===== config.mk =====
export PLATFORM = sky130hd
export DESIGN_NAME = aes128_rsm_ctrl
export DESIGN_NICKNAME = d
export VERILOG_FILES = /design/src/rtl/aes128_rsm_ctrl_pkg.sv /design/src/rtl/aes128_rsm_ctrl_lfsr.sv /design/src/rtl/aes128_rsm_ctrl.sv
export SDC_FILE = /design/constraint.sdc
export NUM_CORES = 1
export LEC_CHECK = 0
export CAP_MARGIN = 20
export CORE_AREA = 4 4 325 327
export CTS_CLUSTER_SIZE = 28
export DETAILED_ROUTE_END_ITERATION = 6
export DIE_AREA = 0 0 329 331
export DONT_BUFFER_PORTS = 1
export PLACE_DENSITY = 0.3
export SKIP_LAST_GASP = 1
export SYNTH_ARGS = -nofsm -noshare
export SYNTH_HDL_FRONTEND = slang
export SYNTH_HIERARCHICAL = 1
export SYNTH_SLANG_ARGS = --single-unit

===== constraint.sdc =====
create_clock -name clk -period 4.05 [get_ports clk]
set_input_delay 0.405 -clock clk [delete_from_list [all_inputs] [get_ports clk]]
set_output_delay 0.405 -clock clk [all_outputs]
set_load 0.02 [all_outputs]

===== src/rtl/aes128_rsm_ctrl_pkg.sv =====
// Shared types and constants for the AES-128 rotating-shuffle-mask core controller.
package aes128_rsm_ctrl_pkg;

  localparam int unsigned       LFSR_W       = 16;
  // Galois taps for x^16+x^14+x^13+x^11+1, right-shifting form
  localparam logic [LFSR_W-1:0] LFSR_POLY    = 16'hB400;
  localparam int unsigned       CORE_LATENCY = 11;

  typedef enum logic [2:0] {
    IDLE,
    LOADKEY,
    START,
    WAIT,
    ERROR
  } state_e;

  function automatic logic [LFSR_W-1:0] lfsr_next(input logic [LFSR_W-1:0] s);
    return s[0] ? ((s >> 1) ^ LFSR_POLY) : (s >> 1);
  endfunction

endpackage


===== src/rtl/aes128_rsm_ctrl_lfsr.sv =====
// 16-bit Galois LFSR supplying the per-encryption rotate offset.
module rsm_rotate_lfsr
  import aes128_rsm_ctrl_pkg::*;
#(
  parameter logic [LFSR_W-1:0] SEED = 16'hACE1
) (
  input  logic              clk,
  input  logic              reset_n,
  input  logic              step,
  input  logic              load,
  input  logic [LFSR_W-1:0] load_val,
  output logic [3:0]        rot
);

  logic [LFSR_W-1:0] lfsr_q, lfsr_d;

  // A zero seed would lock the register up, so it maps to SEED; load beats step.
  always_comb begin
    lfsr_d = lfsr_q;
    if (load) begin
      lfsr_d = (load_val == '0) ? SEED : load_val;
    end else if (step) begin
      lfsr_d = lfsr_next(lfsr_q);
    end
  end

  always_ff @(posedge clk or negedge reset_n) begin
    if (!reset_n) begin
      lfsr_q <= SEED;
    end else begin
      lfsr_q <= lfsr_d;
    end
  end

  assign rot = lfsr_q[3:0];

endmodule


===== src/rtl/aes128_rsm_ctrl.sv =====
// Sequences key load, start and completion of an external masked AES-128 core,
// with output buffering, a completion timeout and an encryption counter.
module aes128_rsm_ctrl
  import aes128_rsm_ctrl_pkg::*;
#(
  parameter logic [LFSR_W-1:0] LFSR_SEED = 16'hACE1,
  parameter int unsigned       TIMEOUT   = 16
) (
  input  logic              clk,
  input  logic              reset_n,
  input  logic [127:0]      key_in,
  input  logic              key_we,
  output logic              key_ready,
  input  logic [LFSR_W-1:0] seed_in,
  input  logic              seed_we,
  input  logic              cfg_rand_en,
  input  logic [3:0]        cfg_rotate,
  input  logic [127:0]      in_data,
  input  logic              in_valid,
  output logic              in_ready,
  output logic [127:0]      out_data,
  output logic              out_valid,
  input  logic              out_ready,
  output logic              trigger,
  output logic              err,
  input  logic              err_clr,
  output logic [31:0]       enc_count,
  output logic [127:0]      core_key,
  output logic              core_key_valid,
  output logic [127:0]      core_plaintext,
  output logic              core_plaintext_valid,
  output logic [3:0]        core_rotate,
  input  logic [127:0]      core_ciphertext,
  input  logic              core_ciphertext_valid,
  input  logic              core_busy
);

  localparam int unsigned WCNT_W = $clog2(TIMEOUT + 1);

  state_e              state_q, state_d;
  logic [127:0]        key_q, key_d;
  logic                key_loaded_q, key_loaded_d;
  logic [127:0]        pt_q, pt_d;
  logic [3:0]          rot_q, rot_d;
  logic [127:0]        out_data_q, out_data_d;
  logic                out_valid_q, out_valid_d;
  logic [31:0]         enc_count_q, enc_count_d;
  logic                err_q, err_d;
  logic [WCNT_W-1:0]   wait_cnt_q, wait_cnt_d;
  logic                live_q;
  logic [3:0]          lfsr_rot;
  logic                accept;
  logic                key_wr;
  logic                ct_take;
  logic                timeout_hit;

  assign accept      = in_valid && in_ready;
  assign key_wr      = key_we && key_ready;
  assign ct_take     = (state_q == WAIT) && core_ciphertext_valid;
  assign timeout_hit = (state_q == WAIT) && !core_ciphertext_valid
                       && (wait_cnt_q == WCNT_W'(TIMEOUT - 1));

  rsm_rotate_lfsr #(
    .SEED (LFSR_SEED)
  ) u_lfsr (
    .clk      (clk),
    .reset_n  (reset_n),
    .step     (accept),
    .load     (seed_we),
    .load_val (seed_in),
    .rot      (lfsr_rot)
  );

  always_ff @(posedge clk or negedge reset_n) begin
    if (!reset_n) begin
      state_q <= IDLE;
    end else begin
      state_q <= state_d;
    end
  end

  always_comb begin
    state_d = state_q;
    unique case (state_q)
      IDLE:    if (accept) state_d = LOADKEY;
      LOADKEY: state_d = START;
      START:   state_d = WAIT;
      WAIT: begin
        if (core_ciphertext_valid) begin
          state_d = IDLE;
        end else if (timeout_hit) begin
          state_d = ERROR;
        end
      end
      ERROR:   if (err_clr) state_d = IDLE;
      default: state_d = IDLE;
    endcase
  end

  // key_ready is held low for the first cycle out of reset so every output reads 0 during reset.
  always_comb begin
    key_ready            = live_q && (state_q == IDLE);
    in_ready             = (state_q == IDLE) && key_loaded_q && !out_valid_q
                           && !core_busy && !err_q;
    core_key_valid       = (state_q == LOADKEY);
    core_plaintext_valid = (state_q == START);
    trigger              = (state_q == START) || (state_q == WAIT);
  end

  always_comb begin
    key_d        = key_q;
    key_loaded_d = key_loaded_q;
    if (key_wr) begin
      key_d        = key_in;
      key_loaded_d = 1'b1;
    end

    pt_d  = pt_q;
    rot_d = rot_q;
    if (accept) begin
      pt_d  = in_data;
      rot_d = cfg_rand_en ? lfsr_rot : cfg_rotate;
    end

    wait_cnt_d = '0;
    if ((state_q == START) || (state_q == WAIT)) begin
      wait_cnt_d = wait_cnt_q + WCNT_W'(1);
    end

    out_data_d  = out_data_q;
    out_valid_d = out_valid_q;
    enc_count_d = enc_count_q;
    if (ct_take) begin
      out_data_d  = core_ciphertext;
      out_valid_d = 1'b1;
      enc_count_d = enc_count_q + 32'd1;
    end else if (out_valid_q && out_ready) begin
      out_valid_d = 1'b0;
    end

    // A timeout in the same cycle as err_clr wins.
    err_d = err_q;
    if (timeout_hit) begin
      err_d = 1'b1;
    end else if (err_clr) begin
      err_d = 1'b0;
    end
  end

  always_ff @(posedge clk or negedge reset_n) begin
    if (!reset_n) begin
      key_q        <= '0;
      key_loaded_q <= 1'b0;
      pt_q         <= '0;
      rot_q        <= '0;
      out_data_q   <= '0;
      out_valid_q  <= 1'b0;
      enc_count_q  <= '0;
      err_q        <= 1'b0;
      wait_cnt_q   <= '0;
      live_q       <= 1'b0;
    end else begin
      key_q        <= key_d;
      key_loaded_q <= key_loaded_d;
      pt_q         <= pt_d;
      rot_q        <= rot_d;
      out_data_q   <= out_data_d;
      out_valid_q  <= out_valid_d;
      enc_count_q  <= enc_count_d;
      err_q        <= err_d;
      wait_cnt_q   <= wait_cnt_d;
      live_q       <= 1'b1;
    end
  end

  assign out_data       = out_data_q;
  assign out_valid      = out_valid_q;
  assign enc_count      = enc_count_q;
  assign err            = err_q;
  assign core_key       = key_q;
  assign core_plaintext = pt_q;
  assign core_rotate    = rot_q;

endmodule


# After elaboration in Yosys (flattened, before gate mapping)
# Index checks and enable logic that the tools add are counted.
[word_totals]
register_bits = 448
inputBits = 414
out_inout_bits = 427
word_cells = 60
[op_classes]
add_sub_neg = 2
eq_ne = 8
n_mux = 15
bitwise_logic = 1
n_reduce_logical = 22
[op_table]
columns = ["op", "n"]
rows = [
  ["$mux W16", 4],
  ["$add A32 B1 Y32 const B", 1],
  ["$logic_not A16 Y1", 1],
  ["$pmux W3 S5", 1],
  ["$mux W3", 4],
  ["$logic_and A1 B1 Y1", 11],
  ["$eq A3 B2 Y1 const B", 2],
  ["$reduce_bool A2 Y1", 3],
  ["$add A5 B1 Y5 const B", 1],
  ["$eq A5 B4 Y1 const B", 1],
  ["$mux W5", 1],
  ["$logic_not A1 Y1", 4],
  ["$mux W1", 4],
  ["$mux W4", 1],
  ["$ne A2 B2 Y1 const B", 2],
  ["$not A3 Y4", 1],
  ["$eq A3 B1 Y1 const B", 1],
  ["$eq A3 B3 Y1 const B", 1],
  ["$logic_not A3 Y1", 1],
  ["$ne A3 B3 Y1 const B", 1],
  ["$reduce_and A3 Y1", 1],
  ["$logic_or A1 B1 Y1", 1],
]

# Longest topological paths before layout
# Gate-level depths: netlist (run 1).
[depth]
word_depth = 8
depth_mapped = 11
mapped_depth_nobuf = 7

# By module
# Netlist (run 1), hierarchy kept.
[modules_own_cells]
columns = ["mod", "n_inst", "cells_per_inst", "area_per_inst_um2", "seq_area_each_um2"]
rows = [
  ["aes128_rsm_ctrl", 1, 1284, 16737.3, 10810.4],
  ["rsm_rotate_lfsr", 1, 75, 867.1, 410.4],
]

# Worst setup path after synthesis (run 1)
# No wires, ideal clock.
[synth_timing]
kind = "register to register"
from = "reg state_q[0]"
to = "reg u_lfsr.lfsr_q[14]"
setup_time_ns = 0.135
t_arrival_ns = 2.343
required_ns = 3.915
setup_slack_ns = 1.572
stages_incl_launch_ff = 12
path_buffers = 5
synth_period_minus_slack_ns = 2.478
path_cell_list = "dfrtp_1 > buf_6 > nor3_2 > and4_1 > nand2_2 > buf_6 > buf_6 > inv_1 > buf_2 > clkbuf_1 > mux2i_1 > o21ai_0"
[synth_between]
elab_chain_len = 7
[synth_rtl]
columns = ["item", "line_no", "rtl"]
rows = [
  ["start: declaration", "aes128_rsm_ctrl.sv:40", "state_e state_q, state_d;"],
  ["start signal: assignment", "aes128_rsm_ctrl.sv:78", "state_q <= state_d;"],
  ["$logic_not A3 Y1", "aes128_rsm_ctrl.sv:103", "in_ready = (state_q == IDLE) && key_loaded_q && !out_valid_q"],
  ["$logic_and A1 B1 Y1 (2 in a row)", "aes128_rsm_ctrl.sv:103", ""],
  ["$logic_and A1 B1 Y1 (2 in a row)", "aes128_rsm_ctrl.sv:104", "&& !core_busy && !err_q;"],
  ["via in_ready", "aes128_rsm_ctrl.sv:20", "output logic in_ready,"],
  ["$logic_and A1 B1 Y1", "aes128_rsm_ctrl.sv:57", "assign accept = in_valid && in_ready;"],
  ["via accept", "aes128_rsm_ctrl.sv:52", "logic accept;"],
  ["$reduce_bool A2 Y1 (no source line)", "--", ""],
  ["end signal: assignment", "aes128_rsm_ctrl_lfsr.sv:31", "lfsr_q <= lfsr_d;"],
  ["end: declaration", "aes128_rsm_ctrl_lfsr.sv:15", "logic [LFSR_W-1:0] lfsr_q, lfsr_d;"],
]
# The timed path passes the listed nets, and every way through them passes these cells.
# A chain may end at the register's enable or synchronous reset.

# Worst setup path in the final report (run 1)
[layout_timing]
from = "reg state_q[0]"
to = "reg u_lfsr.lfsr_q[1]"
# Same word-level chain as after synthesis.

==> results of run 1 <==
area by class of cell:
type | count | area [um2]
fillers | 10829 | 78000
flip-flops and latches | 448 | 11200
multi-input cells | 834 | 6000
repair buffers | 414 | 4160
well taps | 1380 | 1730
clock buffers | 84 | 1630
clock inverters | 16 | 153
inverters | 8 | 30.0
diodes | 10 | 25.0
cells by family (layout without fill, tap and decap cells):
| kind of cell | count (synthesis) | after routing | share of synthesized area (%) |
|---|---|---|---|
| adder cells (fa/ha/maj) | 3 | 3 | 0.213 |
| other | 1 | 11 | 0.0213 |
| buffers and inverters | 77 | 522 | 2.40 |
| flip-flops | 448 | 448 | 63.7 |
| AND/OR/NAND/NOR | 491 | 491 | 11.8 |
| multiplexers | 278 | 278 | 19.0 |
| AO/OA/AOI/OAI | 25 | 25 | 1.09 |
| XOR/XNOR | 36 | 36 | 1.79 |
metal layers:
layer | vias up | global-route usage, % | share of wire, %
met3 | 90 | 5.12 | 12
met1 | 5738 | 11.4 | 36
met2 | 582 | 18.3 | 50
li1 | 5344 | - | -
met5 | - | 0 | 0.15
met4 | 14 | 2.95 | 2.3
through the flow:
step / cell area (um2) / total power, uW / setup slack [ns] / hold slack (ns) / utilization, %
final: 24900 / 18400 / 0.760 / -0.517 / 24.2
after global routing: 24900 / 19400 / 0.544 / -0.589 / 24.2
after CTS: 24900 / 18700 / 0.728 / -0.576 / 24.2
after detailed placement: 19100 / 13300 / 1.10 / 0.123 / 18.5
after global placement: 19100 / 13300 / 1.11 / 0.126 / 18.5
after floorplan: 17600 / 12000 / 1.57 / 0.109 / -
worst max-delay path: stages, from the launching register on:
cell and delay, ns:
dfrtp_1 0.51, nor3_2 0.28, and4_1 0.47, nand2_8 0.27, inv_1 0.66, mux2i_1 0.24, o21ai_0 0.09, dlygate4sd3_1 0.59
synthesized netlist by cell type (10+ instances only):
cell type / count
nor2_1: 13
nand2_1: 404
nand4_1: 20
o21ai_0: 10
clkbuf_1: 10
dfrtp_1: 440
xor2_1: 10
xnor2_1: 26
nand3_1: 17
mux2_2: 212
mux2_4: 58
buf_2: 44
where the power goes:
part           leakage (uW)  internal [uW]  switching, uW  total, uW
logic               0.00486           1780           1280       3060
clock network      0.000867           2890           1990       4880
registers           0.00564           6330           4080      10400
total                0.0114          11000           7360      18400
registers in the layout (all words and copies together) (netlist names):
register        flops
core_key          128
core_plaintext    128
out_data          128
enc_count          32
u_lfsr/lfsr_q      16
wait_cnt_q          5
core_rotate         4
state_q             3
err                 1
key_loaded_q        1
live_q              1
out_valid           1
final timing paths:
kind	start	endpoint	slack [ns]	cells past startpoint
min	reset_n	out_data[12]	-0.52	0
max reg2reg	state_q[0]	u_lfsr/lfsr_q[1]	0.76	7
min reg2reg	wait_cnt_q[0]	wait_cnt_q[0]	0.46	1
max in group asynchronous	reset_n	out_data[93]	2.85	0
min in group clk	cfg_rotate[3]	core_rotate[3]	0.08	2
max	state_q[0]	u_lfsr/lfsr_q[1]	0.76	7
what timing repair did:
item | 4_1_cts | 5_1_grt
hold endpoints to repair | 853 | 448
buffers inserted | 0 | 0
resized for setup | 0 | 0
endpoints found under the setup margin | 0 | 0
==> impl_metrics.tcl, run 1 <==
set metrics [dict create \
    cap_violations 0 \
    clockBufferDepth 3 \
    drcViolationCount 0 \
    setup_violations 0 \
    cts_tree "built" \
    critical_path.endpoint_type "flop" \
    antenna_found_initial 19 \
    grt_usage_pct 10.5 \
    core_area_um2 103000 \
    drtIter0Drc 308 \
    fmax_mhz 304 \
    clock-root-buffer "clkbuf_16" \
    final_hold_viol_count 440 \
    first_pass_iters 5 \
    detail-route-antenna-nets 0 \
    die_h_um 331 \
    netlist_top_cells_area "dfrtp_1, mux2_2, nand2_1" \
    yosys_warnings 6 \
    synth_area_um2 17600 \
    tns_ns 0 \
    required_ns 4.54 \
    synth_ff_type "dfrtp_1" \
    cts_sinks 448 \
    vdd_ir_drop_max_uv 358 \
    arrival_ns 3.78 \
    postSynth.asyncResetShare_pct 100 \
    ctsHoldBuffers 406 \
    rows 118 \
    wirelength_mm 61.6 \
    area_growth_pct 41.7 \
    hold_path_class "in2async" \
    worst-path-max-fanout 32 \
    via_per_inst 3.68 \
    grt_pass1_wl_mm 87.6 \
    rsz0062_at_grt "no" \
    vias 11768 \
    clk_latency_ns 0.61 \
    mostFrequentLayoutCell "dfrtp_1" \
    die_w_um 329 \
    dieArea_um2 109000 \
    slew_viol_final 190 \
    p_per_area_nw_per_um2 736 \
    synth_area_leader_cell "dfrtp_1" \
    slew_headroom_pct -43.6 \
    status "complete, but fails checks" \
    gp_congestion 0.725 \
    grt.overflow.total 0 \
    drive_gt1_share_pct 21.6 \
    top_level_ports 841 \
    synthCells 1359 \
    syn_area_per_cell_um2 13.0 \
    placed_cells 2678 \
    synth_seq_cells 448 \
    wl_per_cell_um 19.3 \
    cts_made_buffers 55 \
    portBuffers 0 \
    worst-slew-pin-transition_ns 2.15 \
    synth_cell_types 43 \
    min_period_ns 3.29 \
    synth_top_area_share_pct 62.5 \
    whs_ns -0.517 \
    path_clk_slew_ns 0.06 \
    synth_edf_count 0 \
    grt_max_degree 449 \
    min_period_over_period_pct 81.2 \
    syn_nets 1776 \
    path_class "reg2reg" \
    final_cells 3194 \
    dp_hpwl_mm 43.4 \
    grt_pass1_vias 13117 \
    violations "negative hold slack, max-slew violations" \
    clock_skew_ns 0.0213 \
    final_net_count 2178 \
    final_cell_mix "dfrtp_1, dlygate4sd3_1, nand2_1, mux2_2, mux2_4" \
    start_kind "flop" \
    ys_seq_area_share_pct 63.7 \
    start_util_pct 17.1 \
    p_leak_uw 0.0114 \
    htreeDepth 2 \
]
(Power assumes the default switching activity.)
==> run 2: changes to the inputs <==
- clock period: 4.05 -> 3.4 ns (I/O delays scaled with it)
==> run 2 against run 1 <==
  * The flow finishes with violations (negative hold slack)
  * Combinational power up 20%
  * Clock-buffer cell count down 2
  * Clock skew down 0.0026 ns
  * Critical path type unchanged
  * Largest cell class unchanged
  * Largest power group unchanged
  * Highest routed layer unchanged
==> impl_metrics.tcl, run 2 (synthesis results as in run 1) <==
set metrics [dict create \
    status "complete, but fails checks" \
    violations "negative hold slack" \
    hold_path_class "in2async" \
    p_per_area_nw_per_um2 887 \
    worst-path-buf-inv 3 \
    arrival_ns 3.57 \
    vias 11894 \
    worst-path-max-fanout 13 \
    required_ns 3.88 \
    p_switching_uw 8810 \
    tns_ns 0 \
    p_int_uw 13500 \
    p_leak_uw 0.0115 \
    rr_worst_depth 8 \
    grt_max_degree 449 \
    htreeDepth 2 \
    slowest_stage "dlygate4sd3_1" \
    pwr-share-clk_pct 27.8 \
    slew_viol_final 0 \
    wl_per_cell_um 19.4 \
    grt_usage_pct 10.6 \
    portBuffers 0 \
    slew_headroom_pct 34.5 \
    start_util_pct 17.1 \
    vdd_ir_drop_max_uv 399 \
    core_area_um2 103000 \
    dieArea_um2 109000 \
    rsz0062_at_grt "no" \
    wirelength_mm 62.1 \
    p_sw_share_pct 39.5 \
    detail-route-antenna-nets 0 \
    drive_gt1_share_pct 21.8 \
    critical_path.endpoint_type "flop" \
    die_w_um 329 \
    post-place-ws_ns 0.858 \
    max_stage_delay_ns 0.60 \
    min_period_over_period_pct 90.8 \
    fmax_mhz 324 \
    final_cell_mix "dfrtp_1, dlygate4sd3_1, nand2_1, mux2_2, mux2_4" \
    first_pass_iters 6 \
    grt_pass1_wl_mm 88.9 \
    grt_pass1_vias 13335 \
    top_level_ports 841 \
    dp_hpwl_mm 43.9 \
    final_net_count 2185 \
    start_kind "flop" \
    cap_violations 0 \
    setup_violations 0 \
    cts_tree "built" \
    drtIter0Drc 417 \
    ctsHoldBuffers 413 \
    worst_r2r_endpoint "u_lfsr/lfsr_q[4]" \
    whs_ns -0.581 \
    mostFrequentLayoutCell "dfrtp_1" \
    seqPwrFrac_pct 55.8 \
    crit_chain "nor3_2 > and4_1 > nand2_8 > inv_1 > buf_4 > mux2i_1 > o21ai_0 > dlygate4sd3_1" \
    setup_slack_ns 0.311 \
    cp_top_family "buffers and inverters" \
    clk_latency_ns 0.61 \
    area_growth_pct 42.9 \
    cts_made_buffers 54 \
    crit_path_end "u_lfsr/lfsr_q[4]" \
    gp_congestion 0.730 \
    clockBufferDepth 3 \
    critical_path_depth 8 \
    die_h_um 331 \
    antenna_found_initial 10 \
    reg2reg_from "state_q[0]" \
    final_hold_viol_count 448 \
    rows 118 \
    path_class "reg2reg" \
    critPathLaunch "state_q[0]" \
    drcViolationCount 0 \
    clock-root-buffer "clkbuf_16" \
    min_period_ns 3.09 \
    path_clk_slew_ns 0.06 \
    cts_sinks 448 \
    grt.overflow.total 0 \
    via_per_inst 3.72 \
    p_comb_share_pct 16.4 \
    r2r_slack_ns 0.31 \
    clock_skew_ns 0.0187 \
    worst-slew-pin-transition_ns 0.982 \
]
## run 2: changes by cell type in the layout (fill, tap and decap cells not counted), sizes merged
cell         before  now
clkinv           10    9
diode            10    5
inv               9   10
clkinvlp          3    0
dlygate4sd3     406  413
clkbuf           84   82
bufinv            2    7
buf               8    9
## run 2: stage by stage
stage | total power [uW] | instances | cell area (um2) | utilization [%]
detailed placement | 15900 | 2679 | 19100 | 18.6
global route | 23600 | 3194 | 25100 | 24.4
floorplan | 14300 | 1359 | 17600 | -
CTS | 22800 | 3192 | 25100 | 24.4
global placement | 15900 | 2679 | 19100 | 18.6
finish | 22300 | 3197 | 25200 | 24.4
## run 2: worst reg2reg max path, cell delays in order, from the launching register on
cell           delay, ns
dfrtp_1             0.52
nor3_2              0.24
and4_1              0.47
nand2_8             0.09
inv_1               0.49
buf_4               0.29
mux2i_1             0.18
o21ai_0             0.08
dlygate4sd3_1       0.60
## run 2: how the worst min path moves through the flow
stage,from,to,slack (ns),cells past startpoint
finish,reset_n,out_data[35],-0.58,0
CTS,reset_n,out_data[35],-0.64,0
global route,reset_n,out_data[35],-0.64,0
floorplan,reset_n,core_key[0],0.04,0
detailed placement,reset_n,out_data[18],0.06,0
global placement,reset_n,out_data[18],0.06,0
## run 2: repair_timing
item / CTS / global route
setup buffers: 0 / 0
endpoints found under the hold margin: 858 / 448
gates resized for setup: 0 / 0
## run 2: cell type report
type	instances	area, um2
multi-input combinational	834	6000
timing repair buffer	422	4260
sequential	448	11200
fill	10796	77800
tap	1380	1730
antenna	5	12.5
clock inverter	18	273
inverter	8	30.0
clock buffer	82	1630
## run 2: power by group through the flow
stage | sequential, uW | clock [uW] | combinational [uW]
floorplan | 11400 | 0 | 2850
CTS | 12600 | 6480 | 3740
global route | 12800 | 6690 | 4120
global placement | 12700 | 0 | 3190
finish | 12500 | 6190 | 3660
detailed placement | 12600 | 0 | 3320
## run 2: metal layers
metal  vias to the layer above  routed length [um]  GRT usage (%)
li1                       5360                   -              -
met1                      5849               22400           11.6
met2                       589               30300           18.1
met3                        92                7370           5.13
met4                         4                1940           3.53
met5                         -                  27              0
